$ cat src/rtl/cs_pkg.sv
// cs_pkg: shared helpers for the CS window filter.
//   clog2()       - ceiling log2, usable in constant expressions
//   calc_sw()     - running-sum width  DW + clog2(N)
//   calc_ow()     - output width       DW + clog2(2N) - SHIFT
//   round_const() - half-LSB constant added before the final shift when rounding
package cs_pkg;

    function automatic int clog2(input int v);
        int r;
        r = 0;
        while ((1 << r) < v) begin
            r = r + 1;
        end
        return r;
    endfunction

    function automatic int calc_sw(input int dw, input int n);
        return dw + clog2(n);
    endfunction

    function automatic int calc_ow(input int dw, input int n, input int shift);
        return dw + clog2(2 * n) - shift;
    endfunction

    function automatic int round_const(input int shift);
        return (shift > 0) ? (1 << (shift - 1)) : 0;
    endfunction

endpackage

$ cat src/rtl/cs_approx_sel.sv
// cs_approx_sel: purely combinational Xappr selector.
// Returns the largest window entry x with x*N <= sum, i.e. the largest sample
// not exceeding the window average, without using a divider.
// Ports:
//   win_i   [N][DW]  window contents (after the current accept)
//   sum_i   [SW]     running sum of the window
//   xappr_o [DW]     selected sample
module cs_approx_sel
    import cs_pkg::*;
#(
    parameter int DW = 8,
    parameter int N  = 9
) (
    input  logic [N-1:0][DW-1:0]       win_i,
    input  logic [calc_sw(DW,N)-1:0]   sum_i,
    output logic [DW-1:0]              xappr_o
);

    localparam int SW = calc_sw(DW, N);
    localparam logic [SW-1:0] N_S = SW'(N);

    // x*N always fits in SW bits because N <= 2^clog2(N).
    logic [SW-1:0] prod;
    logic [DW-1:0] best;

    // Max reduction over the entries that pass the multiply-compare.
    // The minimum entry always passes, so the result is always defined.
    always_comb begin
        best = '0;
        prod = '0;
        for (int i = 0; i < N; i++) begin
            prod = N_S * SW'(win_i[i]);
            if ((prod <= sum_i) && (win_i[i] > best)) begin
                best = win_i[i];
            end
        end
    end

    assign xappr_o = best;

endmodule

$ cat src/rtl/cs_window_filter.sv
// cs_window_filter: sliding-window CS approximation filter.
// Keeps the last N samples in a circular buffer with a running sum, selects
// Xappr (largest sample <= window average) and outputs
//   Y = (sum + N*Xappr) >> SHIFT
// one cycle after each accept that leaves the window full.
// Optional build macro CS_ROUND_EN: round half-up before the shift and
// saturate Y at 2^OW-1; otherwise truncate. Port list is identical.
// Ports:
//   clk        rising-edge clock
//   reset      synchronous, active-low
//   in_valid   X is accepted this cycle
//   X   [DW]   input sample, unsigned
//   out_valid  single-cycle pulse per result
//   Y   [OW]   filtered result, held between results
// Handshake: there is no ready; every cycle with in_valid==1 accepts X, and
// out_valid pulses the following cycle iff that accept left the window full.
module cs_window_filter
    import cs_pkg::*;
#(
    parameter int DW    = 8,
    parameter int N     = 9,
    parameter int SHIFT = 3
) (
    input  logic                             clk,
    input  logic                             reset,
    input  logic                             in_valid,
    input  logic [DW-1:0]                    X,
    output logic                             out_valid,
    output logic [calc_ow(DW,N,SHIFT)-1:0]   Y
);

    localparam int SW = calc_sw(DW, N);
    localparam int OW = calc_ow(DW, N, SHIFT);
    localparam int PW = clog2(N);
    localparam int FW = clog2(N + 1);
    localparam logic [SW:0] N_A = (SW+1)'(N);

    logic [N-1:0][DW-1:0] buf_q, buf_d;
    logic [PW-1:0]        ptr_q, ptr_d;
    logic [FW-1:0]        fill_q, fill_d;
    logic [SW-1:0]        sum_q, sum_d;
    logic                 out_valid_q;
    logic [OW-1:0]        y_q, y_d;

    logic [DW-1:0]        oldest;
    logic                 full_now;
    logic [DW-1:0]        xappr;
    logic [SW:0]          acc;

    // Unfilled slots were cleared at reset, so oldest reads 0 while filling.
    assign oldest   = buf_q[ptr_q];
    assign sum_d    = sum_q + SW'(X) - SW'(oldest);
    assign full_now = (fill_q >= FW'(N - 1));
    assign ptr_d    = (ptr_q == PW'(N - 1)) ? '0 : ptr_q + 1'b1;
    assign fill_d   = (fill_q == FW'(N)) ? fill_q : fill_q + 1'b1;

    always_comb begin
        buf_d        = buf_q;
        buf_d[ptr_q] = X;
    end

    cs_approx_sel #(
        .DW (DW),
        .N  (N)
    ) u_sel (
        .win_i   (buf_d),
        .sum_i   (sum_d),
        .xappr_o (xappr)
    );

    // sum + N*Xappr <= 2*sum_max, which needs exactly SW+1 bits.
    assign acc = {1'b0, sum_d} + N_A * (SW+1)'(xappr);

`ifdef CS_ROUND_EN
    localparam logic [SW+1:0] RND = (SW+2)'(round_const(SHIFT));
    logic [SW+1:0] acc_r;
    logic [OW:0]   sh_r;

    always_comb begin
        acc_r = {1'b0, acc} + RND;
        sh_r  = (OW+1)'(acc_r >> SHIFT);
        y_d   = sh_r[OW] ? '1 : sh_r[OW-1:0];
    end
`else
    // SW+1-SHIFT == OW, so this truncation drops only zero bits.
    always_comb begin
        y_d = OW'(acc >> SHIFT);
    end
`endif

    always_ff @(posedge clk) begin
        if (!reset) begin
            buf_q       <= '0;
            ptr_q       <= '0;
            fill_q      <= '0;
            sum_q       <= '0;
            out_valid_q <= 1'b0;
            y_q         <= '0;
        end else begin
            out_valid_q <= in_valid && full_now;
            if (in_valid) begin
                buf_q  <= buf_d;
                ptr_q  <= ptr_d;
                fill_q <= fill_d;
                sum_q  <= sum_d;
                if (full_now) begin
                    y_q <= y_d;
                end
            end
        end
    end

    assign out_valid = out_valid_q;
    assign Y         = y_q;

endmodule

$ cat config.mk
export PLATFORM = sky130hd
export DESIGN_NAME = cs_window_filter
export DESIGN_NICKNAME = d
export VERILOG_FILES = /design/src/rtl/cs_pkg.sv /design/src/rtl/cs_approx_sel.sv /design/src/rtl/cs_window_filter.sv
export SDC_FILE = /design/constraint.sdc
export NUM_CORES = 1
export LEC_CHECK = 0
export ABC_AREA = 1
export CAP_MARGIN = 10
export CORE_AREA = 2 2 120 209
export DETAILED_ROUTE_END_ITERATION = 7
export DIE_AREA = 0 0 122 211
export PLACE_DENSITY_LB_ADDON = 0.1
export SLEW_MARGIN = 20
export SYNTH_ARGS = -nofsm -noshare
export SYNTH_HDL_FRONTEND = slang
export SYNTH_SLANG_ARGS = --single-unit
$ cat constraint.sdc
create_clock -name clk -period 20.3 [get_ports clk]
set_input_delay 5.075 -clock clk [delete_from_list [all_inputs] [get_ports clk]]
set_output_delay 5.075 -clock clk [all_outputs]
set_load 0.1 [all_outputs]
---- Word-level counts from Yosys, hierarchy flattened ----
Cells that the tools add are included.
word-level totals
  register bits ........................... 103
  input port bits ......................... 11
cells by class
  multipliers ............................. 10
  multiplexer cells ....................... 15
  equality and inequality tests ........... 2
  add/subtract/negate cells ............... 5
  order comparisons ....................... 21
  bitwise logic cells ..................... 1
  reductions and logical operators ........ 13
operators by type and width
  operator                count
  $mul A4 B8 Y12 const A  10
  $le A12 B12 Y1          9
  $mux W8                 11
  $bwmux W72              1
  $gt A8 B8 Y1            8
  $bmux W8 S4             1
  $demux W8 S4            1
  $add A12 B12 Y13        1
  $add A12 B8 Y12         1
  $sub A12 B8 Y12         1
  $logic_and A1 B1 Y1     11
  $add A4 B1 Y4 const B   2
  $eq A4 B4 Y1 const B    2
  $gt A8 B1 Y1 const B    1
  $lt A4 B5 Y1 const B    1
  $ge A4 B1 Y1 const B    1
  $ge A4 B4 Y1 const B    1
  $mux W4                 1
  $reduce_and A2 Y1       2
  $not A1 Y1              1

---- Longest topological paths before layout ----
  word-level depth ........................ 35
  mapped depth ............................ 131
  depth with buffers taken out ............ 122

---- By module ----
From an unflattened synthesis, not the netlist that was laid out.
unflattened totals
  cells, all modules ...................... 2187
  area total of the unflattened synthesis .. 14599.0 um^2
by module, submodules not included
  module            instances  cells each  seq. area each (um^2)  area an instance (um^2)
  cs_approx_sel     1          1108        0.0                    7389.6
  cs_window_filter  1          1079        2062.0                 7209.4

---- Worst setup path after synthesis ----
Ideal clock, no wire load.
  path type ............................... in2reg
  start point ............................. input port X[1]
  end point ............................... register y_q[7], in the netlist Y[7]
  data arrival time ....................... 20975 ps
  required time ........................... 20187 ps
  library setup time ...................... 113 ps
  setup slack ............................. -788 ps
  stages on the path ...................... 110
  cells stage by stage .................... inv_1 fa_1 inv_1 ha_1 inv_1 o31ai_1 nand2_1 nand2_1 a21oi_1 o31ai_1 a21oi_1 o21bai_1 a21oi_1 o21bai_1 xnor2_1 inv_1 ha_1 nand3_1 (+74 left out) a21oi_1 o22a_1 nand2_1 inv_1 clkbuf_1 o21ai_0 ha_1 inv_1 fa_1 inv_1 ha_1 a21oi_1 o21ai_0 a21oi_1 o21ai_1 xor2_1 o21ai_1 inv_1
on the way
  word-level cells in the longest chain between the ends .. 31
  elaborated cells between the ends (all ways) .. 50
  those cells by class .................... add/sub (3); mul (10); order compare (18); mux (10); reduce/logical (9)
RTL lines
  item                    line                     RTL
  start: declaration      cs_window_filter.sv:27   input logic [DW-1:0] X,
  $add A12 B8 Y12 (*)     cs_window_filter.sv:52   assign sum_d = sum_q + SW'(X) - SW'(oldest);
  $sub A12 B8 Y12 (*)     cs_window_filter.sv:52
  via sum_d[11]           cs_window_filter.sv:41   logic [SW-1:0] sum_q, sum_d;
  $le A12 B12 Y1          cs_approx_sel.sv:33      if ((prod <= sum_i) && (win_i[i] > best)) begin
  $logic_and A1 B1 Y1     cs_approx_sel.sv:33
  $mux W8                 cs_approx_sel.sv:33
  $gt A8 B8 Y1            cs_approx_sel.sv:33
  $logic_and A1 B1 Y1     cs_approx_sel.sv:33
  (+16 left out)          --
  $gt A8 B8 Y1            cs_approx_sel.sv:33
  $logic_and A1 B1 Y1     cs_approx_sel.sv:33
  $mux W8                 cs_approx_sel.sv:33
  $gt A8 B8 Y1            cs_approx_sel.sv:33
  $logic_and A1 B1 Y1     cs_approx_sel.sv:33
  $mux W8 (*)             cs_approx_sel.sv:33
  $mul A4 B8 Y12 (*)      cs_window_filter.sv:72   assign acc = {1'b0, sum_d} + N_A * (SW+1)'(xappr);
  $add A12 B12 Y13 (*)    cs_window_filter.sv:72
  end signal: assignment  cs_window_filter.sv:107  y_q <= y_d;
  end: declaration        cs_window_filter.sv:43   logic [OW-1:0] y_q, y_d;
The timed path passes the listed nets; every way through them passes the cells marked *.
A chain may end at the register's enable or synchronous reset.

---- Final worst setup path ----
  start point ............................. input port X[2]
  end point ............................... register y_q[7], in the netlist Y[7]
on the way
  word-level cells in the longest chain between the ends .. 31
  elaborated cells between the ends (all ways) .. 50
  those cells by class .................... add/sub (3); mul (10); order compare (18); mux (10); reduce/logical (9)
RTL lines
  item                  line
  $add A12 B8 Y12 (*)   cs_window_filter.sv:52
  $sub A12 B8 Y12 (*)   cs_window_filter.sv:52
  via sum_d[9]          cs_window_filter.sv:41
  $le A12 B12 Y1        cs_approx_sel.sv:33
  $logic_and A1 B1 Y1   cs_approx_sel.sv:33
  $mux W8               cs_approx_sel.sv:33
  $gt A8 B8 Y1          cs_approx_sel.sv:33
  $logic_and A1 B1 Y1   cs_approx_sel.sv:33
  (+16 left out)        --
  $gt A8 B8 Y1          cs_approx_sel.sv:33
  $logic_and A1 B1 Y1   cs_approx_sel.sv:33
  $mux W8               cs_approx_sel.sv:33
  $gt A8 B8 Y1          cs_approx_sel.sv:33
  $logic_and A1 B1 Y1   cs_approx_sel.sv:33
  $mux W8               cs_approx_sel.sv:33
  $mul A4 B8 Y12        cs_window_filter.sv:72
  $add A12 B12 Y13 (*)  cs_window_filter.sv:72
Marked as above.

==> flow_metrics.tcl <==
set metrics [dict create \
    drive_gt1_share_pct 22.7 \
    cp_common_cell "nand2_4" \
    cts_root_buffer "clkbuf_16" \
    setup_tns_ps 0 \
    async_flop_share_pct 0 \
    r2r_cells 109 \
    grt_setup_unrepaired "yes" \
    critPathCaptureType "flip-flop" \
    worstPathMaxFanout 8 \
    max_stage_delay_ps 510 \
    cp_slowest_cell "fa_1" \
    numCtsBuffers 9 \
    worst_setup_path_start_kind "input port" \
    relSlewSlack_pct 23.9 \
    grt_pass1_wl_mm 73.9 \
    drt_pre_antenna_iters 6 \
    fin_crit_ps 20100 \
    synth_top_flop_cell "dfxtp_1" \
    cts.sinks 103 \
    max-cap-violations 0 \
    multi_input_area_um2 11800 \
    setup_slack_ps 197 \
    grt_remaining_overflow 0 \
    ctsHtreeMaxLevel 3 \
    via_per_inst 5.83 \
    netlist_area_um2 14000 \
    die_x_um 122 \
    first_iter_violations 1066 \
    fmax_mhz 49.7 \
    crit_buf_inv 18 \
    core_um2 23900 \
    dp_slack_ps -1550 \
    skew_ps 14.0 \
    die-area_um2 25700 \
    routedWlPerCell_um 19.0 \
    grt_max_degree 83 \
    port_buffers 21 \
    hold_viol 0 \
    n_fill_cell 1921 \
    wl_mm 50.2 \
    fin_nets 2652 \
    crit_arrival_ps 20370 \
    vias 15400 \
    cts_tree "done" \
    ctsHoldBuffers 0 \
    gp_congestion 1.00 \
    path_clk_slew_ps 80 \
    status "completed" \
    insertion_delay_ps 370 \
    cp_data_required_time_ps 20570 \
    post-route-period-util_pct 99.0 \
    path_delay_family "compound AO/OA/AOI/OAI gates" \
    clockBufferDepth 2 \
    yosys_register_bits 103 \
    rows 75 \
    tightestPinTransition_ps 1130 \
    grt_use_total_pct 36.9 \
    avgSynthCellArea_um2 6.68 \
    synth_edf_count 0 \
    ff_latch_area_um2 2060 \
    drtAntennaViolNets 0 \
    synth_seq_area_share_pct 14.7 \
    synth_warnings 0 \
    hp-class "flip-flop to flip-flop" \
    hpwl_mm 35.9 \
    synth.area.top_cells "ha_1 (26%), dfxtp_1 (15%), nand2_1 (10%)" \
    area_growth_pct 28.3 \
    synth_most_common_cell "nand2_1" \
    synth_top_area_share_pct 25.8 \
    crit_type "input port to flip-flop" \
    ys_types 53 \
    ys_top_cells_by_count "nand2_1 (387), inv_1 (331), ha_1 (289)" \
    pin_count 22 \
    start_util_pct 58.6 \
    grt_pass1_vias 14700 \
    worst-path-stages 107 \
    whs_path_depth 2 \
    report.final.slew_viol_count 0 \
    synth_top_area_cell "ha_1" \
    netlist_instances 2097 \
    antenna_found_initial 0 \
    drc 0 \
    setup_viol 0 \
    syn_nets 2419 \
    die_h_um 211 \
]
state kept, by name (all words and copies together), names as in the netlist:
signal,flops
sum_q,12
fill_q,4
ptr_q,4
buf_q,72
Y,10
out_valid,1
layer usage:
layer  track usage [%]  share of wire [%]
met4              27.4                8.6
met3              3.40                5.4
met2              66.9                 50
met5                 0                  0
met1              38.8                 36
cells by family (layout without fill, tap and decap cells):
kind of cell,count (synthesis),in the layout,share of synthesized area (%)
AOI/OAI and AO/OA,482,482,19.6
xor gates and xnor gates,58,58,3.62
adders and majority gates,311,311,28.9
buffers and inverters,398,630,10.7
DFF,103,103,14.7
other,0,1,0
and+or+nand+nor,745,751,22.5
metrics by stage:
stage               hold WS (ps)  instances  utilization [%]  cell area, um^2
finish                       482       2644             75.2            18000
global route                 518       2643             75.2            18000
CTS                          482       2620             69.7            16700
detailed placement           470       2586             67.0            16000
global placement             466       2586             67.0            16000
floorplan                    440       2097                -            14000
worst min-delay path: cells and delay by family (launching register included):
family,cells,cell delay (ps)
flip-flops,1,300
buffers and inverters,1,70
AO/OA/AOI/OAI,1,70
layout make-up:
type	count	share of cell area [%]
timing repair buffer	272	11.9
clock buffer	10	1.33
antenna	1	0.0139
inverter	341	7.17
timing repair inverter	1	0.0417
clock inverter	6	0.278
tap	308	2.14
multi-input combinational	1602	65.7
sequential	103	11.5
placed cells by master (no fill, tap or decap), types with 7 or more instances in the layout:
cell               n
dfxtp_1          103
xnor2_1           27
clkdlybuf4s50_1   14
nand2_4           28
a211oi_1          16
o31ai_1            8
nor3_1             7
buf_6              9
o21ai_2           34
ha_4              37
a221oi_1          15
nand3_2            8
inv_1            310
a21oi_1           92
o22ai_1           13
nor2_4             7
nand4_1           27
ha_1             252
nand2_1          342
a21oi_2           12
buf_4            242
nor2_2             8
nand3_1           48
o21ai_0          178
o211ai_1          17
clkbuf_16          9
inv_2             28
o21ai_1           40
fa_1              22
xor2_1            29
nand2_2           42
o21ai_4           14
nor2_1           203
repair_timing:
action	4_1_cts	5_1_grt
pin swaps	32	161
setup endpoints to repair	10	10
gates cloned	5	3
resized for setup	85	264
hold endpoints to repair	0	0
buffers inserted	13	22
final timing paths:
| kind | slack (ps) | to | startpoint |
|---|---|---|---|
| worst max register to register | 2960 | Y[7] | ptr_q[0] |
| worst min register to register | 480 | sum_q[0] | sum_q[0] |
| worst min-delay path | 480 | sum_q[0] | sum_q[0] |
| worst max-delay path | 200 | Y[7] | X[2] |
Power is not shown: default switching activity piles up to over one toggle a cycle in this logic, so the estimate is an artifact.
